## src/rtl/multicycle_controller.sv

```systemverilog
// Multi-cycle RV32I control FSM (IDLE/FETCH/DECODE/EXEC/MEM/WB/TRAP) with a memory-ready handshake and timeout trap.
// Optional performance counters are enabled by defining MULTICYCLE_CTRL_PERF_EN.
module multicycle_controller #(
    parameter int ALUOP_W     = 3,
    parameter int MEM_TIMEOUT = 16,
    parameter int CNT_W       = 32
) (
    input  logic               clk,
    input  logic               reset,
    input  logic [6:0]         instr_opcode,
    input  logic               mem_ready,
    output logic               mem_req,
    output logic               mem_we,
    output logic               ir_write,
    output logic               pc_write,
    output logic               alu_src,
    output logic               mem_to_reg,
    output logic               reg_write,
    output logic [ALUOP_W-1:0] alu_op,
    output logic               branch,
    output logic               auipc,
    output logic               trap,
    output logic [1:0]         trap_cause,
    output logic [CNT_W-1:0]   cycle_cnt,
    output logic [CNT_W-1:0]   instret_cnt
);

    localparam logic [2:0] S_IDLE   = 3'd0;
    localparam logic [2:0] S_FETCH  = 3'd1;
    localparam logic [2:0] S_DECODE = 3'd2;
    localparam logic [2:0] S_EXEC   = 3'd3;
    localparam logic [2:0] S_MEM    = 3'd4;
    localparam logic [2:0] S_WB     = 3'd5;
    localparam logic [2:0] S_TRAP   = 3'd6;

    localparam logic [6:0] OP_R     = 7'b0110011;
    localparam logic [6:0] OP_LW    = 7'b0000011;
    localparam logic [6:0] OP_SW    = 7'b0100011;
    localparam logic [6:0] OP_I     = 7'b0010011;
    localparam logic [6:0] OP_BR    = 7'b1100011;
    localparam logic [6:0] OP_JAL   = 7'b1101111;
    localparam logic [6:0] OP_JALR  = 7'b1100111;
    localparam logic [6:0] OP_AUIPC = 7'b0010111;
    localparam logic [6:0] OP_LUI   = 7'b0110111;

    localparam logic [1:0] CAUSE_ILLEGAL = 2'b01;
    localparam logic [1:0] CAUSE_TIMEOUT = 2'b10;

    localparam int              WAIT_W    = $clog2(MEM_TIMEOUT + 1);
    localparam logic [WAIT_W-1:0] WAIT_LAST = WAIT_W'(MEM_TIMEOUT - 1);

    logic [2:0]        state_q, state_d;
    logic [6:0]        opcode_q, opcode_d;
    logic [WAIT_W-1:0] wait_q, wait_d;
    logic [1:0]        cause_q, cause_d;
    logic [2:0]        alu_op3_s;

    function automatic logic is_legal(input logic [6:0] op);
        case (op)
            OP_R, OP_LW, OP_SW, OP_I, OP_BR,
            OP_JAL, OP_JALR, OP_AUIPC, OP_LUI: return 1'b1;
            default:                           return 1'b0;
        endcase
    endfunction

    function automatic logic [2:0] alu_class(input logic [6:0] op);
        case (op)
            OP_R:     return 3'b000;
            OP_I:     return 3'b010;
            OP_LW:    return 3'b011;
            OP_SW:    return 3'b001;
            OP_BR:    return 3'b100;
            OP_JAL:   return 3'b000;
            OP_JALR:  return 3'b010;
            OP_AUIPC: return 3'b101;
            OP_LUI:   return 3'b110;
            default:  return 3'b000;
        endcase
    endfunction

    function automatic logic uses_imm(input logic [6:0] op);
        case (op)
            OP_LW, OP_SW, OP_I, OP_JALR, OP_AUIPC, OP_LUI: return 1'b1;
            default:                                       return 1'b0;
        endcase
    endfunction

    function automatic logic is_flow(input logic [6:0] op);
        case (op)
            OP_BR, OP_JAL, OP_JALR: return 1'b1;
            default:                return 1'b0;
        endcase
    endfunction

    // Next-state, opcode capture, wait counter and trap cause
    always_comb begin
        state_d  = state_q;
        opcode_d = opcode_q;
        wait_d   = wait_q;
        cause_d  = cause_q;
        case (state_q)
            S_IDLE: begin
                state_d = S_FETCH;
                wait_d  = '0;
            end
            S_FETCH: begin
                if (mem_ready) begin
                    state_d = S_DECODE;
                end else if (wait_q == WAIT_LAST) begin
                    state_d = S_TRAP;
                    cause_d = CAUSE_TIMEOUT;
                end else begin
                    wait_d = wait_q + 1'b1;
                end
            end
            S_DECODE: begin
                opcode_d = instr_opcode;
                if (is_legal(instr_opcode)) begin
                    state_d = S_EXEC;
                end else begin
                    state_d = S_TRAP;
                    cause_d = CAUSE_ILLEGAL;
                end
            end
            S_EXEC: begin
                case (opcode_q)
                    OP_LW, OP_SW: begin
                        state_d = S_MEM;
                        wait_d  = '0;
                    end
                    OP_BR: begin
                        state_d = S_FETCH;
                        wait_d  = '0;
                    end
                    default: state_d = S_WB;
                endcase
            end
            S_MEM: begin
                // A ready in the final allowed cycle still completes the access
                if (mem_ready) begin
                    if (opcode_q == OP_SW) begin
                        state_d = S_FETCH;
                        wait_d  = '0;
                    end else begin
                        state_d = S_WB;
                    end
                end else if (wait_q == WAIT_LAST) begin
                    state_d = S_TRAP;
                    cause_d = CAUSE_TIMEOUT;
                end else begin
                    wait_d = wait_q + 1'b1;
                end
            end
            S_WB: begin
                state_d = S_FETCH;
                wait_d  = '0;
            end
            S_TRAP:  state_d = S_TRAP;
            default: state_d = S_IDLE;
        endcase
    end

    // FSM state and bookkeeping registers
    always_ff @(posedge clk or posedge reset) begin
        if (reset) begin
            state_q  <= S_IDLE;
            opcode_q <= 7'd0;
            wait_q   <= '0;
            cause_q  <= 2'b00;
        end else begin
            state_q  <= state_d;
            opcode_q <= opcode_d;
            wait_q   <= wait_d;
            cause_q  <= cause_d;
        end
    end

    // Control outputs from state and latched opcode; FETCH strobes follow mem_ready
    always_comb begin
        mem_req    = 1'b0;
        mem_we     = 1'b0;
        ir_write   = 1'b0;
        pc_write   = 1'b0;
        alu_src    = 1'b0;
        mem_to_reg = 1'b0;
        reg_write  = 1'b0;
        alu_op3_s  = 3'b000;
        branch     = 1'b0;
        auipc      = 1'b0;
        trap       = 1'b0;
        trap_cause = 2'b00;
        case (state_q)
            S_FETCH: begin
                mem_req = 1'b1;
                if (mem_ready) begin
                    ir_write = 1'b1;
                    pc_write = 1'b1;
                end else begin
                    ir_write = 1'b0;
                    pc_write = 1'b0;
                end
            end
            S_EXEC: begin
                alu_op3_s = alu_class(opcode_q);
                alu_src   = uses_imm(opcode_q);
                auipc     = (opcode_q == OP_AUIPC);
                if (is_flow(opcode_q)) begin
                    branch   = 1'b1;
                    pc_write = 1'b1;
                end else begin
                    branch   = 1'b0;
                    pc_write = 1'b0;
                end
            end
            S_MEM: begin
                mem_req   = 1'b1;
                alu_src   = 1'b1;
                alu_op3_s = alu_class(opcode_q);
                mem_we    = (opcode_q == OP_SW);
            end
            S_WB: begin
                reg_write  = 1'b1;
                mem_to_reg = (opcode_q == OP_LW);
                alu_op3_s  = alu_class(opcode_q);
                alu_src    = uses_imm(opcode_q);
                auipc      = (opcode_q == OP_AUIPC);
            end
            S_TRAP: begin
                trap       = 1'b1;
                trap_cause = cause_q;
            end
            default: begin
                mem_req = 1'b0;
            end
        endcase
    end

    // Widen the 3-bit ALU class; upper bits stay zero
    always_comb begin
        alu_op         = '0;
        alu_op[2:0]    = alu_op3_s;
    end

`ifdef MULTICYCLE_CTRL_PERF_EN
    logic             retire_s;
    logic [CNT_W-1:0] cycle_cnt_q, instret_cnt_q;

    assign retire_s = (state_d == S_FETCH) &&
                      ((state_q == S_EXEC) || (state_q == S_MEM) || (state_q == S_WB));

    // Free-running cycle and retired-instruction counters, wrapping naturally
    always_ff @(posedge clk or posedge reset) begin
        if (reset) begin
            cycle_cnt_q   <= '0;
            instret_cnt_q <= '0;
        end else begin
            cycle_cnt_q <= cycle_cnt_q + 1'b1;
            if (retire_s) begin
                instret_cnt_q <= instret_cnt_q + 1'b1;
            end else begin
                instret_cnt_q <= instret_cnt_q;
            end
        end
    end

    assign cycle_cnt   = cycle_cnt_q;
    assign instret_cnt = instret_cnt_q;
`else
    assign cycle_cnt   = '0;
    assign instret_cnt = '0;
`endif

endmodule
```

## config.mk

```make
export PLATFORM = sky130hd
export DESIGN_NAME = multicycle_controller
export DESIGN_NICKNAME = d
export VERILOG_FILES = /design/src/rtl/multicycle_controller.sv
export SDC_FILE = /design/constraint.sdc
export NUM_CORES = 1
export LEC_CHECK = 0
export CORE_MARGIN = 8
export CORE_UTILIZATION = 35
export CTS_BUF_LIST = sky130_fd_sc_hd__clkbuf_16
export DETAILED_ROUTE_END_ITERATION = 10
export PLACE_DENSITY = 0.73
export SYNTH_ARGS = -nofsm -noshare
export SYNTH_HDL_FRONTEND = slang
export SYNTH_SLANG_ARGS = --single-unit
export TNS_END_PERCENT = 20
```

## constraint.sdc

```tcl
create_clock -name clk -period 2.1 [get_ports clk]
set_clock_uncertainty 0.05 [all_clocks]
set_input_delay 0.315 -clock clk [delete_from_list [all_inputs] [get_ports clk]]
set_output_delay 0.315 -clock clk [all_outputs]
set_load 0.01 [all_outputs]
```

Word-level counts from Yosys, hierarchy flattened
Cells that the tools add are included.
- add/sub/neg operators: 1
- equal/unequal tests: 30
- muxes and demuxes: 37
- reductions and logical operators: 15
- operator list (operator ; count):
    7-bit equality test (second input constant) ; 6
    3-bit one-hot mux with 6 select lines ; 2
    7-bit by 6-bit equality test with 1-bit output (second input constant) ; 5
    7-bit by 5-bit equality test with 1-bit output (second input constant) ; 4
    5-bit 2-to-1 mux ; 5
    5-bit one-hot mux with 4 select lines ; 1
    3-bit 2-to-1 mux ; 6
    1-bit 2-to-1 mux ; 15
    7-bit by 2-bit equality test with 1-bit output (second input constant) ; 2
    2-bit OR reduction ; 5
    3-bit equality test (second input constant) ; 3
    3-bit OR reduction ; 3
    9-bit OR reduction ; 1
    2-bit 2-to-1 mux ; 4
    2-bit != test (second input constant) ; 4
    4-bit AND reduction ; 2
    3-bit by 2-bit equality test with 1-bit output (second input constant) ; 2
    3-bit one-hot mux with 2 select lines ; 1
    6-bit OR reduction ; 1
    5-bit by 1-bit adder with 5-bit output (second input constant) ; 1
    5-bit by 4-bit equality test with 1-bit output (second input constant) ; 1
    1-bit one-hot mux with 2 select lines ; 2
    2-bit one-hot mux with 2 select lines ; 1
    4-bit nonzero test ; 1
    5 further kinds ; 5
- register bits after elaboration: 17
- input port bits: 10
- output and inout port bits: 79

Logic depth before layout (Yosys ltp)
Gate-level depths: netlist of the first run.
- word-level depth: 6
- depth in mapped cells: 6

Worst setup path before layout of the first run
OpenSTA, ideal clock, no wires.
- path kind: reg-to-output
- start: reg state_q[2]
- end: out pc_write
- arrival: 1.705 ns
- required time: 1.735 ns
- path slack: 0.030 ns
- cell stages (with the launch flop): 5
- path buffers: 1
- cell sequence: dfrtp_1 -> buf_2 -> nand3b_1 -> a2111oi_0 -> or2_1
- longest elaborated chain between the ends: 2
- elaborated cells on any way between the ends: 3
- ends and longest elaborated chain (element ; RTL line ; text):
    start: declaration ; 52 ; logic [2:0] state_q, state_d;
    start signal: assignment ; 171 ; state_q <= state_d;
    3-bit by 2-bit equality test with 1-bit output or 3-bit by 1-bit equality test with 1-bit output (tied branches) ; 192 ; case (state_q)
    1-bit one-hot mux with 2 select lines (*) ; 192 ;
    end: declaration ; 15 ; output logic pc_write,
Every way passes the cells marked *; elsewhere a longest branch is shown, timed or not.

Worst setup path in the final report of the first run
- start: reg opcode_q[2]
- end: out alu_src
- longest elaborated chain between the ends: 4
- elaborated cells on any way between the ends: 9
- ends and longest elaborated chain (element ; RTL line ; text):
    start: declaration ; 53 ; logic [6:0] opcode_q, opcode_d;
    start signal: assignment ; 172 ; opcode_q <= opcode_d;
    7-bit by 6-bit equality test with 1-bit output (tied with other cells) ; 82 ; case (op)
    6-bit OR reduction (*) ; 82 ;
    1-bit 2-to-1 mux (*) ; 82 ;
    1-bit one-hot mux with 2 select lines (*) ; 192 ;
    end: declaration ; 16 ; output logic alu_src,
Marked as above.

==> flow_summary.ini, run 1 <==
[timing]
slew_viol_final = 0
fmax_ghz = 0.460
finalCriticalPeriod_ns = 2.18
hold_violations = 0
worst_slack_ns = -0.0752
max_slew_margin = 0.565
setup-violations-final = 3
rsz0062_at_grt = true
tightest_slew_ns = 0.652
post-route-period-util = 1.04

[critical_path]
worstReg2RegStart = state_q[0]
cpPeakStageDelay_ns = 0.36
path_buf_inv = 2
cp_data_arrival_time_ns = 1.81
cp-end-kind = output pin
crit_type = flip-flop to output pin
required_ns = 1.74
cp_slowest_cell = dfrtp_1
cp.depth = 7
reg2reg_depth = 7
timing.critical_path.from = opcode_q[2]
crit_family = compound AO/OA/AOI/OAI gates
path_cells = buf_4, and3b_1, o32ai_1, nand2_1, a21o_1, o21ai_0, buf_2
worstSetupStartpointType = flip-flop
crit_fanout = 8

[yosys]
ys_types = 50
synth_seq_cells = 17
synth-simple-area-share = 0.221
synth-main-ff-cell = dfrtp_1
synth_area_per_cell_um2 = 8.14
seq_area_frac_synth = 0.253
synth.mux.area_fraction = 0.0423
yosys.area_share.adder = 0.0141
netlist_area_um2 = 1680
synth-compound-area-share = 0.140
synth-xor-area-share = 0.00520
synth_top_family_by_area = buffers and inverters
async_reset_ff_frac = 1.00
yosysWarnings = 0
synth_edf_count = 0
postSynthCellCount = 207

[clock_network]
path_clk_slew_ns = 0.05
htreeDepth = 1
numCtsBuffers = 3
clock_sinks = 17
cts_hold_buf = 0
clock_latency_ns = 0.25
cts_setup_buffers = 0
cts_tree = yes
cts-root-buf = clkbuf_16
clk_path_buf_depth = 2

[route]
routedWlPerCell_um = 13.2
drt_iter0_markers = 50
vias = 1371
wl_um = 4010
drtPass1Iterations = 6
avgViaCountPerCell = 4.50
ant_nets = 0
drc = 0

[layout]
fin_nets = 263
syn2layout_area_growth_pct = 19.6
seqCellArea_um2 = 425
fill_cells = 454
drive_above_1_share = 0.207
diodes = 0
multi_input_area_um2 = 1010
fin_util = 0.429

[grt]
track_usage = 0.106
antenna_found_initial = 0
grt.overflow.total = 0
grt_pass1_vias = 1324
grt_pass1_wl_um = 6250
grt_max_degree = 18

[placed_design]
place_congestion = 0.859
dp_hpwl_um = 3150
place_ws_ns = -0.281
io_buffers = 24

[min_path]
min_path_type = primary input to asynchronous set/reset pin

[power]
peakVddDrop_v = 0.000629
p_per_area_nw_per_um2 = 1190
p_total_uw = 2390
leakagePower_uw = 0.00105

[flow_run]
drv_cap = 0

[floorplanning]
initial_core_util = 0.359
io-pin-count = 89
dieWidth_um = 85.4
core-area_um2 = 4690
rows = 25
die_area_um2 = 7290
chipHeight_um = 85.4

[run_status]
failed_checks = setup timing
outcome = finished, violations left
registers in the layout, indices dropped and copies added, names as in the netlist:
name	count
cause_q	2
state_q	3
opcode_q	7
wait_q	5
Yosys cell counts, drive strengths merged (2+ instances only):
| cell type | n | area, um^2 |
|---|---|---|
| a21oi | 11 | 55.1 |
| buf | 67 | 502 |
| nor3 | 3 | 15.0 |
| o22ai | 3 | 18.8 |
| dfrtp | 17 | 425 |
| or2 | 2 | 12.5 |
| o21ai | 5 | 25.0 |
| nand3 | 3 | 15.0 |
| and3 | 4 | 25.0 |
| nor2b | 5 | 31.3 |
| nor3b | 2 | 20.0 |
| nand2 | 17 | 63.8 |
| and2 | 2 | 12.5 |
| nand4 | 3 | 18.8 |
| mux2 | 6 | 71.3 |
| nor2 | 11 | 41.3 |
| inv | 7 | 26.3 |
| a31oi | 2 | 12.5 |
| a21o | 2 | 15.0 |
| nand2b | 6 | 37.5 |
| nand3b | 3 | 22.5 |
| clkbuf | 4 | 15.0 |
report_power, final:
group          switching [uW]  leakage, uW  total, uW  internal [uW]
Clock                     141    0.0000409        397            256
Sequential               87.4     0.000212        539            452
Combinational             768     0.000796       1460            690
Total                     996      0.00105       2390           1400
kinds of logic after synthesis:
group           Yosys count
buf+inv                  78
simple gates             66
compound gates           36
flops                    17
mux                       6
fa+ha+maj                 2
other cells               1
xor+xnor                  1
what timing repair did:
action,in CTS,in global routing
setup endpoints to repair,14,7
gates resized for setup,38,8
pin swaps,2,2
layout make-up:
cell class | instances | share of cell area
inverters | 7 | 0.0130
multi-input cells | 175 | 0.502
clock inverters | 1 | 0.00248
well taps | 54 | 0.0335
clock buffers | 3 | 0.0373
repair buffers | 48 | 0.201
flip-flops and latches | 17 | 0.211
cell usage in the layout, fill, tap and decap left out, drive strengths merged, types with 3 or more instances in the layout:
master / synthesis / final
dlygate4sd2: 0 / 6
buf: 67 / 30
nor2b: 5 / 5
mux2: 6 / 6
conb: 1 / 64
nor2: 11 / 11
o22ai: 3 / 3
dfrtp: 17 / 17
nand3b: 3 / 3
nand2b: 6 / 6
and3: 4 / 4
clkdlybuf4s50: 0 / 10
clkbuf: 4 / 3
nand2: 17 / 17
a21oi: 11 / 11
nand4: 3 / 3
nand3: 3 / 3
inv: 7 / 7
nor3: 3 / 3
o21ai: 5 / 5
per-stage QoR:
step                      cells  hold WS [ns]  instance area [um^2]  setup TNS (ns)
final                       305         0.398                  2010          -0.133
after global routing        305         0.460                  2010          -0.365
after CTS                   305         0.437                  2000          -0.469
after detailed placement    301         0.436                  1900           -1.21
after global placement      301         0.405                  1900           -1.15
after floorplan             270         0.191                  1920               0
final timing paths:
| check | slack [ns] | to |
|---|---|---|
| hold / removal | 0.40 | cause_q[0] |
| setup / recovery | -0.08 | alu_src |
| hold reg to reg | 0.44 | cause_q[0] |
| min in group clk | 0.44 | cause_q[0] |
| setup reg to reg | 0.13 | wait_q[2] |
| max in group asynchronous | 1.18 | state_q[1] |
per-layer routing:
layer | vias up | share of wire | global-route usage
met1 | 632 | 0.41 | 0.110
met5 | - | 0 | 0
met2 | 59 | 0.49 | 0.186
met3 | 9 | 0.070 | 0.0309
li1 | 671 | - | -
met4 | 0 | 0.029 | 0.0589
No activity file was read; power rests on OpenSTA's default activity.
==> run 2: changes to the inputs <==
--- a/config.mk
+++ b/config.mk
@@ -10,6 +10,7 @@
 export CTS_BUF_LIST = sky130_fd_sc_hd__clkbuf_16
 export DETAILED_ROUTE_END_ITERATION = 10
 export PLACE_DENSITY = 0.73
+export SKIP_CTS_REPAIR_TIMING = 1
 export SYNTH_ARGS = -nofsm -noshare
 export SYNTH_HDL_FRONTEND = slang
 export SYNTH_SLANG_ARGS = --single-unit
==> constraint.sdc (replaced) <==
create_clock -name clk -period 2.1 [get_ports clk]
set_clock_uncertainty 0.05 [all_clocks]
set_input_delay 0.42 -clock clk [delete_from_list [all_inputs] [get_ports clk]]
set_output_delay 0.42 -clock clk [all_outputs]
set_load 0.01 [all_outputs]
==> run 2 against run 1 <==
The flow still finishes with violations (setup timing). Via count is 1.8% higher. Global-route usage hardly changed. Worst hold slack better by 0.025 ns. Critical path depth is 3 lower. Critical path type unchanged.
==> flow_summary.ini, run 2 (same netlist as run 1, synthesis figures left out) <==
[run_status]
outcome = finished, violations left
failed_checks = setup timing

[grt]
grt_pass1_vias = 1398
track_usage = 0.106
grt_pass1_wl_um = 6450
grt_max_degree = 18
antenna_found_initial = 0
grt.overflow.total = 0
grtUsageMet3 = 0.0251
grt.met2_usage = 0.183
busiest_layer = met2
grt_use_met1 = 0.124

[clock_network]
path_clk_slew_ns = 0.05
clock_latency_ns = 0.25
clk_path_buf_depth = 2
cts_tree = yes
clock_sinks = 17
htreeDepth = 1
cts-root-buf = clkbuf_16
numCtsBuffers = 3

[timing]
hold_violations = 0
max_slew_margin = 0.552
setup-violations-final = 5
rsz0062_at_grt = true
finalCriticalPeriod_ns = 2.23
tns_ns = -0.519
slew_viol_final = 0
worst_slack_ns = -0.132
tightest_slew_ns = 0.672
post-route-period-util = 1.06
fmax_ghz = 0.448

[route]
drt_iter0_markers = 45
wl_um = 3960
vias = 1396
ant_nets = 0
avgViaCountPerCell = 4.47
drtPass1Iterations = 4
routedWlPerCell_um = 12.7
drc = 0

[placed_design]
place_congestion = 0.838
dp_hpwl_um = 3210
io_buffers = 24
placed_cells = 306

[layout]
fin_nets = 270
top_regs = opcode_q x7, wait_q x5, state_q x3
layout_commonest_cell = conb_1
diodes = 0
fin_util = 0.445
seqCellArea_um2 = 425
largest_reg_flops = 7
syn2layout_area_growth_pct = 23.8
fill_cells = 461
final_cell_mix = conb_1, buf_4, nand2_1, dfrtp_1, a21oi_1
multi_input_area_um2 = 1020
top_register = opcode_q
stdcell_count = 312
drive_above_1_share = 0.229

[floorplanning]
core-area_um2 = 4690
rows = 25
chipHeight_um = 85.4
dieWidth_um = 85.4
initial_core_util = 0.359
io-pin-count = 89
die_area_um2 = 7290

[critical_path]
cp-end-kind = output pin
crit_type = flip-flop to output pin
worstSetupStartpointType = flip-flop
crit_fanout = 4
required_ns = 1.63
cp_data_arrival_time_ns = 1.76

[power]
p_per_area_nw_per_um2 = 1170
peakVddDrop_v = 0.000762
leakagePower_uw = 0.00117
swShare = 0.405
pwr-share-comb = 0.622
p_int_uw = 1460
seqPwrFrac = 0.222
pwr-share-clk = 0.156
switching_power_uw = 989

[min_path]
min_path_type = flip-flop to flip-flop

[flow_run]
drv_cap = 0
run 2: cell types whose count changed in the layout (fill, tap and decap cells not counted), sizes merged:
cell           change
clkinv             -1
clkdlybuf4s50      -1
dlygate4sd2        -6
inv                +1
dlymetal6s2s       +7
clkbuf             +2
buf                +5
run 2: power groups by stage:
stage                     logic, uW  registers (uW)  clock network (uW)
final                          1520             544                 381
after global routing           1680             559                 398
after CTS                      1430             538                 384
after detailed placement       1410             543                   0
after global placement         1390             536                   0
after floorplan                 917             542                   0
run 2: critical path, cell delays in order, from the launching register on:
cell	delay, ns
dfrtp_1	0.39
or4_4	0.52
or2_4	0.28
nor4_4	0.15
buf_2	0.17
run 2: worst paths after layout:
kind	startpoint	endpoint	slack, ns	cells after the start
max in group asynchronous	reset	state_q[2]	1.05	2
min reg2reg	cause_q[1]	cause_q[1]	0.42	1
min in group asynchronous	reset	wait_q[4]	0.52	2
max	opcode_q[4]	mem_we	-0.13	4
min	cause_q[1]	cause_q[1]	0.42	1
max reg2reg	state_q[2]	wait_q[0]	0.18	7
run 2: final cells by class:
| cell class | instances | share of cell area |
|---|---|---|
| multi-input cells | 175 | 0.488 |
| repair buffers | 55 | 0.225 |
| inverters | 7 | 0.0126 |
| clock inverters | 1 | 0.00180 |
| well taps | 54 | 0.0324 |
| clock buffers | 3 | 0.0360 |
| flip-flops and latches | 17 | 0.204 |
run 2: layer usage:
layer,up-vias,wire (um),share of wire
li1,681,-,-
met1,655,1600,0.40
met2,56,2000,0.50
met3,4,308,0.078
met4,0,51,0.013
met5,-,0,0
run 2: through the flow:
step / cell area, um^2 / hold slack, ns / total power [uW] / worst slack [ns]
floorplan: 1920 / 0.296 / 1460 / 0.0261
detailed placement: 1930 / 0.411 / 1960 / -0.400
global route: 2090 / 0.454 / 2630 / -0.198
CTS: 2010 / 0.425 / 2350 / -0.692
finish: 2090 / 0.423 / 2440 / -0.132
global placement: 1930 / 0.411 / 1930 / -0.425
